### config.mk
export PLATFORM = sky130hd
export DESIGN_NAME = riscv_base_divider
export DESIGN_NICKNAME = d
export VERILOG_FILES = /design/src/rtl/riscv_base_divider.sv
export SDC_FILE = /design/constraint.sdc
export NUM_CORES = 1
export LEC_CHECK = 0
export CORE_AREA = 2 2 135 163
export DETAILED_ROUTE_END_ITERATION = 8
export DIE_AREA = 0 0 137 165
export PLACE_DENSITY = 0.88
export SLEW_MARGIN = 30
export SYNTH_ARGS = -nofsm -noshare
export SYNTH_HDL_FRONTEND = slang
export SYNTH_SLANG_ARGS = --single-unit
### constraint.sdc
create_clock -name clk_i -period 7.71 [get_ports clk_i]
set_input_delay 0.771 -clock clk_i [delete_from_list [all_inputs] [get_ports clk_i]]
set_output_delay 0.771 -clock clk_i [all_outputs]
set_load 0.02 [all_outputs]
### src/rtl/riscv_base_divider.sv
// Iterative RV32M divide/remainder unit (DIV, DIVU, REM, REMU).
// Radix-2 restoring divider on operand magnitudes, with sign fix-up on completion.
//
//   state | meaning
//   IDLE  | no operation; outputs hold the last result
//   BUSY  | one restoring step per unheld edge, counter counts 32 -> 0
//   DONE  | one-cycle writeback strobe; may accept the next divide
module riscv_base_divider (
  input  logic        clk_i,
  input  logic        rst_i,
  input  logic        hold_i,
  input  logic        flush_i,
  input  logic        opcode_valid_i,
  input  logic [31:0] opcode_opcode_i,
  input  logic        opcode_invalid_i,
  input  logic [4:0]  opcode_rd_idx_i,
  input  logic [31:0] opcode_ra_operand_i,
  input  logic [31:0] opcode_rb_operand_i,
  output logic        busy_o,
  output logic        writeback_valid_o,
  output logic [31:0] writeback_value_o,
  output logic [4:0]  writeback_rd_idx_o
);

  typedef enum logic [1:0] {ST_IDLE, ST_BUSY, ST_DONE} state_t;

  state_t      state_q, state_d;
  logic [5:0]  cnt_q, cnt_d;
  logic [31:0] rem_q, rem_d;
  logic [31:0] quo_q, quo_d;
  logic [31:0] div_q, div_d;
  logic        neg_quo_q, neg_quo_d;
  logic        neg_rem_q, neg_rem_d;
  logic        rem_sel_q, rem_sel_d;
  logic        b_zero_q, b_zero_d;
  logic [4:0]  rd_q, rd_d;
  logic [31:0] wb_val_q, wb_val_d;
  logic [4:0]  wb_rd_q, wb_rd_d;

  logic        is_div, is_signed, is_rem, start;
  logic [31:0] a_mag, b_mag;
  logic [32:0] rem_sh;
  logic [31:0] quo_sh, rem_step, quo_step, result;
  logic        step_ge;
  logic        unused_opcode_bits;

  // funct3 = 1xx selects the divide group; bit 12 = unsigned, bit 13 = remainder
  assign is_div    = (opcode_opcode_i[6:0] == 7'b0110011) &&
                     (opcode_opcode_i[31:25] == 7'b0000001) && opcode_opcode_i[14];
  assign is_signed = ~opcode_opcode_i[12];
  assign is_rem    = opcode_opcode_i[13];
  assign start     = opcode_valid_i && is_div && !opcode_invalid_i;

  assign unused_opcode_bits = ^{opcode_opcode_i[24:15], opcode_opcode_i[11:7]};

  assign a_mag = (is_signed && opcode_ra_operand_i[31]) ? -opcode_ra_operand_i : opcode_ra_operand_i;
  assign b_mag = (is_signed && opcode_rb_operand_i[31]) ? -opcode_rb_operand_i : opcode_rb_operand_i;

  // The partial remainder is always below the divisor, so when the trial
  // subtraction succeeds the low 32 bits of the difference are exact.
  assign rem_sh   = {rem_q, quo_q[31]};
  assign quo_sh   = {quo_q[30:0], 1'b0};
  assign step_ge  = rem_sh >= {1'b0, div_q};
  assign rem_step = step_ge ? (rem_sh[31:0] - div_q) : rem_sh[31:0];
  assign quo_step = step_ge ? (quo_sh | 32'd1) : quo_sh;

  always_comb begin
    result = quo_step;
    if (rem_sel_q) begin
      result = neg_rem_q ? -rem_step : rem_step;
    end else if (neg_quo_q && !b_zero_q) begin
      result = -quo_step;
    end
  end

  always_comb begin
    state_d   = state_q;
    cnt_d     = cnt_q;
    rem_d     = rem_q;
    quo_d     = quo_q;
    div_d     = div_q;
    neg_quo_d = neg_quo_q;
    neg_rem_d = neg_rem_q;
    rem_sel_d = rem_sel_q;
    b_zero_d  = b_zero_q;
    rd_d      = rd_q;
    wb_val_d  = wb_val_q;
    wb_rd_d   = wb_rd_q;

    if (flush_i) begin
      state_d = ST_IDLE;
    end else if (!hold_i) begin
      case (state_q)
        ST_IDLE, ST_DONE: begin
          state_d = ST_IDLE;
          if (start) begin
            state_d   = ST_BUSY;
            cnt_d     = 6'd32;
            rem_d     = 32'd0;
            quo_d     = a_mag;
            div_d     = b_mag;
            neg_quo_d = is_signed && (opcode_ra_operand_i[31] ^ opcode_rb_operand_i[31]);
            neg_rem_d = is_signed && opcode_ra_operand_i[31];
            rem_sel_d = is_rem;
            b_zero_d  = (opcode_rb_operand_i == 32'd0);
            rd_d      = opcode_rd_idx_i;
          end
        end
        ST_BUSY: begin
          rem_d = rem_step;
          quo_d = quo_step;
          cnt_d = cnt_q - 6'd1;
          if (cnt_q == 6'd1) begin
            state_d  = ST_DONE;
            wb_val_d = result;
            wb_rd_d  = rd_q;
          end
        end
        default: state_d = ST_IDLE;
      endcase
    end
  end

  always_ff @(posedge clk_i or posedge rst_i) begin
    if (rst_i) begin
      state_q   <= ST_IDLE;
      cnt_q     <= 6'd0;
      rem_q     <= 32'd0;
      quo_q     <= 32'd0;
      div_q     <= 32'd0;
      neg_quo_q <= 1'b0;
      neg_rem_q <= 1'b0;
      rem_sel_q <= 1'b0;
      b_zero_q  <= 1'b0;
      rd_q      <= 5'd0;
      wb_val_q  <= 32'd0;
      wb_rd_q   <= 5'd0;
    end else begin
      state_q   <= state_d;
      cnt_q     <= cnt_d;
      rem_q     <= rem_d;
      quo_q     <= quo_d;
      div_q     <= div_d;
      neg_quo_q <= neg_quo_d;
      neg_rem_q <= neg_rem_d;
      rem_sel_q <= rem_sel_d;
      b_zero_q  <= b_zero_d;
      rd_q      <= rd_d;
      wb_val_q  <= wb_val_d;
      wb_rd_q   <= wb_rd_d;
    end
  end

  assign busy_o             = (state_q == ST_BUSY);
  assign writeback_valid_o  = (state_q == ST_DONE);
  assign writeback_value_o  = wb_val_q;
  assign writeback_rd_idx_o = wb_rd_q;

endmodule
==> out/results.ini <==
[run_status]
status = complete, no violations

[floorplan]
die_w_um = 137
die_area_sq_mm = 0.0226
fp-row-count = 58
initial_core_util_pct = 56.6
ios = 146
core_sq_mm = 0.0209
die_h_um = 165

[hold_path]
hp-start = rd_q[4]
hold_path.class = register to register
whs_path_depth = 2
whs_endpoint = writeback_rd_idx_o[4]

[timing]
setup_viol = 0
slew_headroom_pct = 33.9
final.setup_skew_ns = 0.0116
fmax_mhz = 167
worst_slew_pin_slew_ns = 0.989
rsz0062_at_grt = false
setup_tns_ns = 0
layout_min_cycle_time_ns = 6.01
fin_crit_sh_pct = 77.9
hold_viol = 0
slew_viol_final = 0

[layout]
multi_input_area_sq_mm = 0.00752
layout.nets = 1755
fillerInstances = 1722
n_antenna_cell = 0
ff_latch_area_sq_mm = 0.00375
layout-drive-gt1-share_pct = 5.43
area_growth_pct = 17.3
finalNonFillerCells = 1892

[synthesis]
ys_seq_area_share_pct = 31.7
yosysUniqueCellTypes = 90
synth_edf_count = 0
synth_cells = 1530
yosys.area_share.simple_pct = 21.9
synthAdderAreaFrac_pct = 4.19
synth_top_family_by_area = compound AO/OA/AOI/OAI gates
synth-compound-area-share_pct = 25.1
syn_avg_cell_area_sq_um = 7.74
yosys-top-cells-area = dfrtp_1 (32%), a21oi_1 (7.4%), nand2_1 (6.2%), o21ai_0 (5.9%), xnor2_1 (5.5%)
ys_ff_latch = 150
synth_top_cell_area_share_pct = 31.7
syn_area_sq_mm = 0.0118
async_flop_share_pct = 100
muxShareOfSynthArea_pct = 2.55
syn-num-nets = 1676
synth_top_area_cell = dfrtp_1
yosysWarnings = 0
synth-main-ff-cell = dfrtp_1
synthXorXnorAreaFrac_pct = 9.69

[global_route]
grt_max_degree = 95
first_global_vias = 10800
grtUsageTotal_pct = 30.3
antenna_found_initial = 0
overflow = 0
grt_pass1_wl_mm = 54.0

[routing]
drt-wirelength-per-cell_um = 18.0
dr.pass1.iters = 5
vias = 11800
drt_wl_total_mm = 34.0
drc = 0
drt_iter0_drc = 1075
via_per_inst = 6.21
final_antenna_net_count = 0

[clock_tree]
htree_levels = 4
postCtsHoldBufs = 0
cts.clk_slew.worst_paths_ns = 0.06
cts-root-buf = clkbuf_16
cts_resized = 0
cts_buffers = 17
post_cts_buffers = 0
cts.sink_count = 150
clkLatencyLatePin_ns = 0.44
clockBufferDepth = 2
cts_tree = done

[critical_path]
cp-start-kind = register
reg2reg_depth = 20
worstPathRequired_ns = 8.03
r2r-start = div_q[1]
criticalPathCategory = register to register
r2r-end = writeback_value_o[30]
r2r_slack_ns = 1.70
end_kind = register
cp-startpoint = div_q[1]
arrival_ns = 6.32
crit_fanout = 12

[placement]
io_buffers = 130
dp_cells = 1860
gp_congestion = 0.947
dp_hpwl_mm = 25.1

[power_and_ir_drop]
power_density_mw_per_mm2 = 137
leakagePower_nw = 6.01
ir_drop_uv = 153

[job]
drv_cap = 0

stage by stage:
step                      area (sq um)  setup slack (ns)  total power, mW  hold slack [ns]  utilization (%)
after detailed placement         13200              1.87             1.02            0.456             63.4
final                            13900              1.70             1.90            0.475             66.4
after CTS                        13900              1.83             1.91            0.471             66.4
after global routing             13900              1.31             1.97            0.490             66.4
after floorplan                  11800              2.32            0.931            0.435                -
after global placement           13200              1.98             1.02            0.445             63.4
cell type report:
class                           instances  area share (%)
Sequential cell                       150            27.0
Tap cell                              270            2.43
Timing Repair Buffer                  140            9.92
Clock inverter                         14            1.36
Multi-Input combinational cell       1233            54.2
Clock buffer                           18            3.16
Inverter                               67            1.87
cells by family (layout without fill, tap and decap cells):
| kind of cell | count (synthesis) | count (layout) |
|---|---|---|
| buffers and inverters | 147 | 239 |
| XOR/XNOR | 131 | 131 |
| flip-flops | 150 | 150 |
| AO/OA/AOI/OAI | 490 | 490 |
| adder cells (fa/ha/maj) | 39 | 39 |
| AND/OR/NAND/NOR | 544 | 544 |
| multiplexers | 29 | 29 |
worst max-delay path: stages, from the launching register on:
cell	delay [ns]
dfrtp_1	0.44
inv_1	0.13
ha_1	0.33
nor2b_1	0.19
o2111ai_1	0.21
a2111oi_2	0.95
o311ai_2	0.22
nand3_4	0.26
mux2i_1	0.34
ha_1	0.27
nor2b_1	0.25
nand4_1	0.17
or4_1	0.46
or3_1	0.32
nor4_1	0.17
a41oi_1	0.15
nor2_1	0.30
nand4b_1	0.20
or3_1	0.36
nand4_1	0.11
nand2_1	0.06
power breakdown:
group	internal [mW]	total (mW)	switching, mW
Clock	0.528	0.892	0.364
Sequential	0.794	0.805	0.0104
Combinational	0.0970	0.208	0.111
Total	1.42	1.90	0.485
cell usage after synthesis (20+ instances only):
cell,n
a21oi_1,176
xor2_1,57
dfrtp_1,150
o22ai_1,22
clkbuf_1,54
inv_1,65
nor3_1,40
o21ai_0,139
mux2i_1,20
nor2_1,151
a31oi_1,22
or3_1,21
ha_1,38
nand2_1,194
xnor2_1,74
nor4_1,21
registers in the layout, indices dropped and copies added, names as in the netlist:
name                cells
neg_rem_q               1
rd_q                    5
rem_sel_q               1
writeback_value_o      32
state_q                 2
div_q                  32
rem_q                  32
quo_q                  32
writeback_rd_idx_o      5
neg_quo_q               1
b_zero_q                1
cnt_q                   6
per-layer routing:
layer	GRT usage [%]	up-vias	routed length (um)
li1	-	5649	-
met1	39.6	5520	14100
met4	11.6	0	1130
met3	4.24	87	2060
met5	0	-	0
met2	50.8	496	16700
cell usage in the layout (no fill, tap or decap), types with 13 or more instances in the layout:
cell type        instances
nand2_1                194
a21oi_1                176
nor2_1                 150
dfrtp_1                150
o21ai_0                139
clkdlybuf4s50_1        130
xnor2_1                 74
inv_1                   64
xor2_1                  57
nor3_1                  40
ha_1                    38
a31oi_1                 22
o22ai_1                 22
or3_1                   21
mux2i_1                 20
nor4_1                  19
a21o_1                  17
clkbuf_16               17
o31ai_1                 16
nand3_1                 15
and2_1                  14
nand4_1                 14
nand2b_1                13
how the worst max path moves through the flow:
| stage | endpoint | depth (start not counted) |
|---|---|---|
| 3_3_place_gp | writeback_value_o[30] | 20 |
| 2_1_floorplan | writeback_value_o[30] | 23 |
| 6_report | writeback_value_o[30] | 20 |
| 5_1_grt | writeback_value_o[30] | 20 |
| 4_1_cts | writeback_value_o[30] | 20 |
| 3_5_place_dp | writeback_value_o[30] | 20 |
Power figures use the tool's default switching activity.
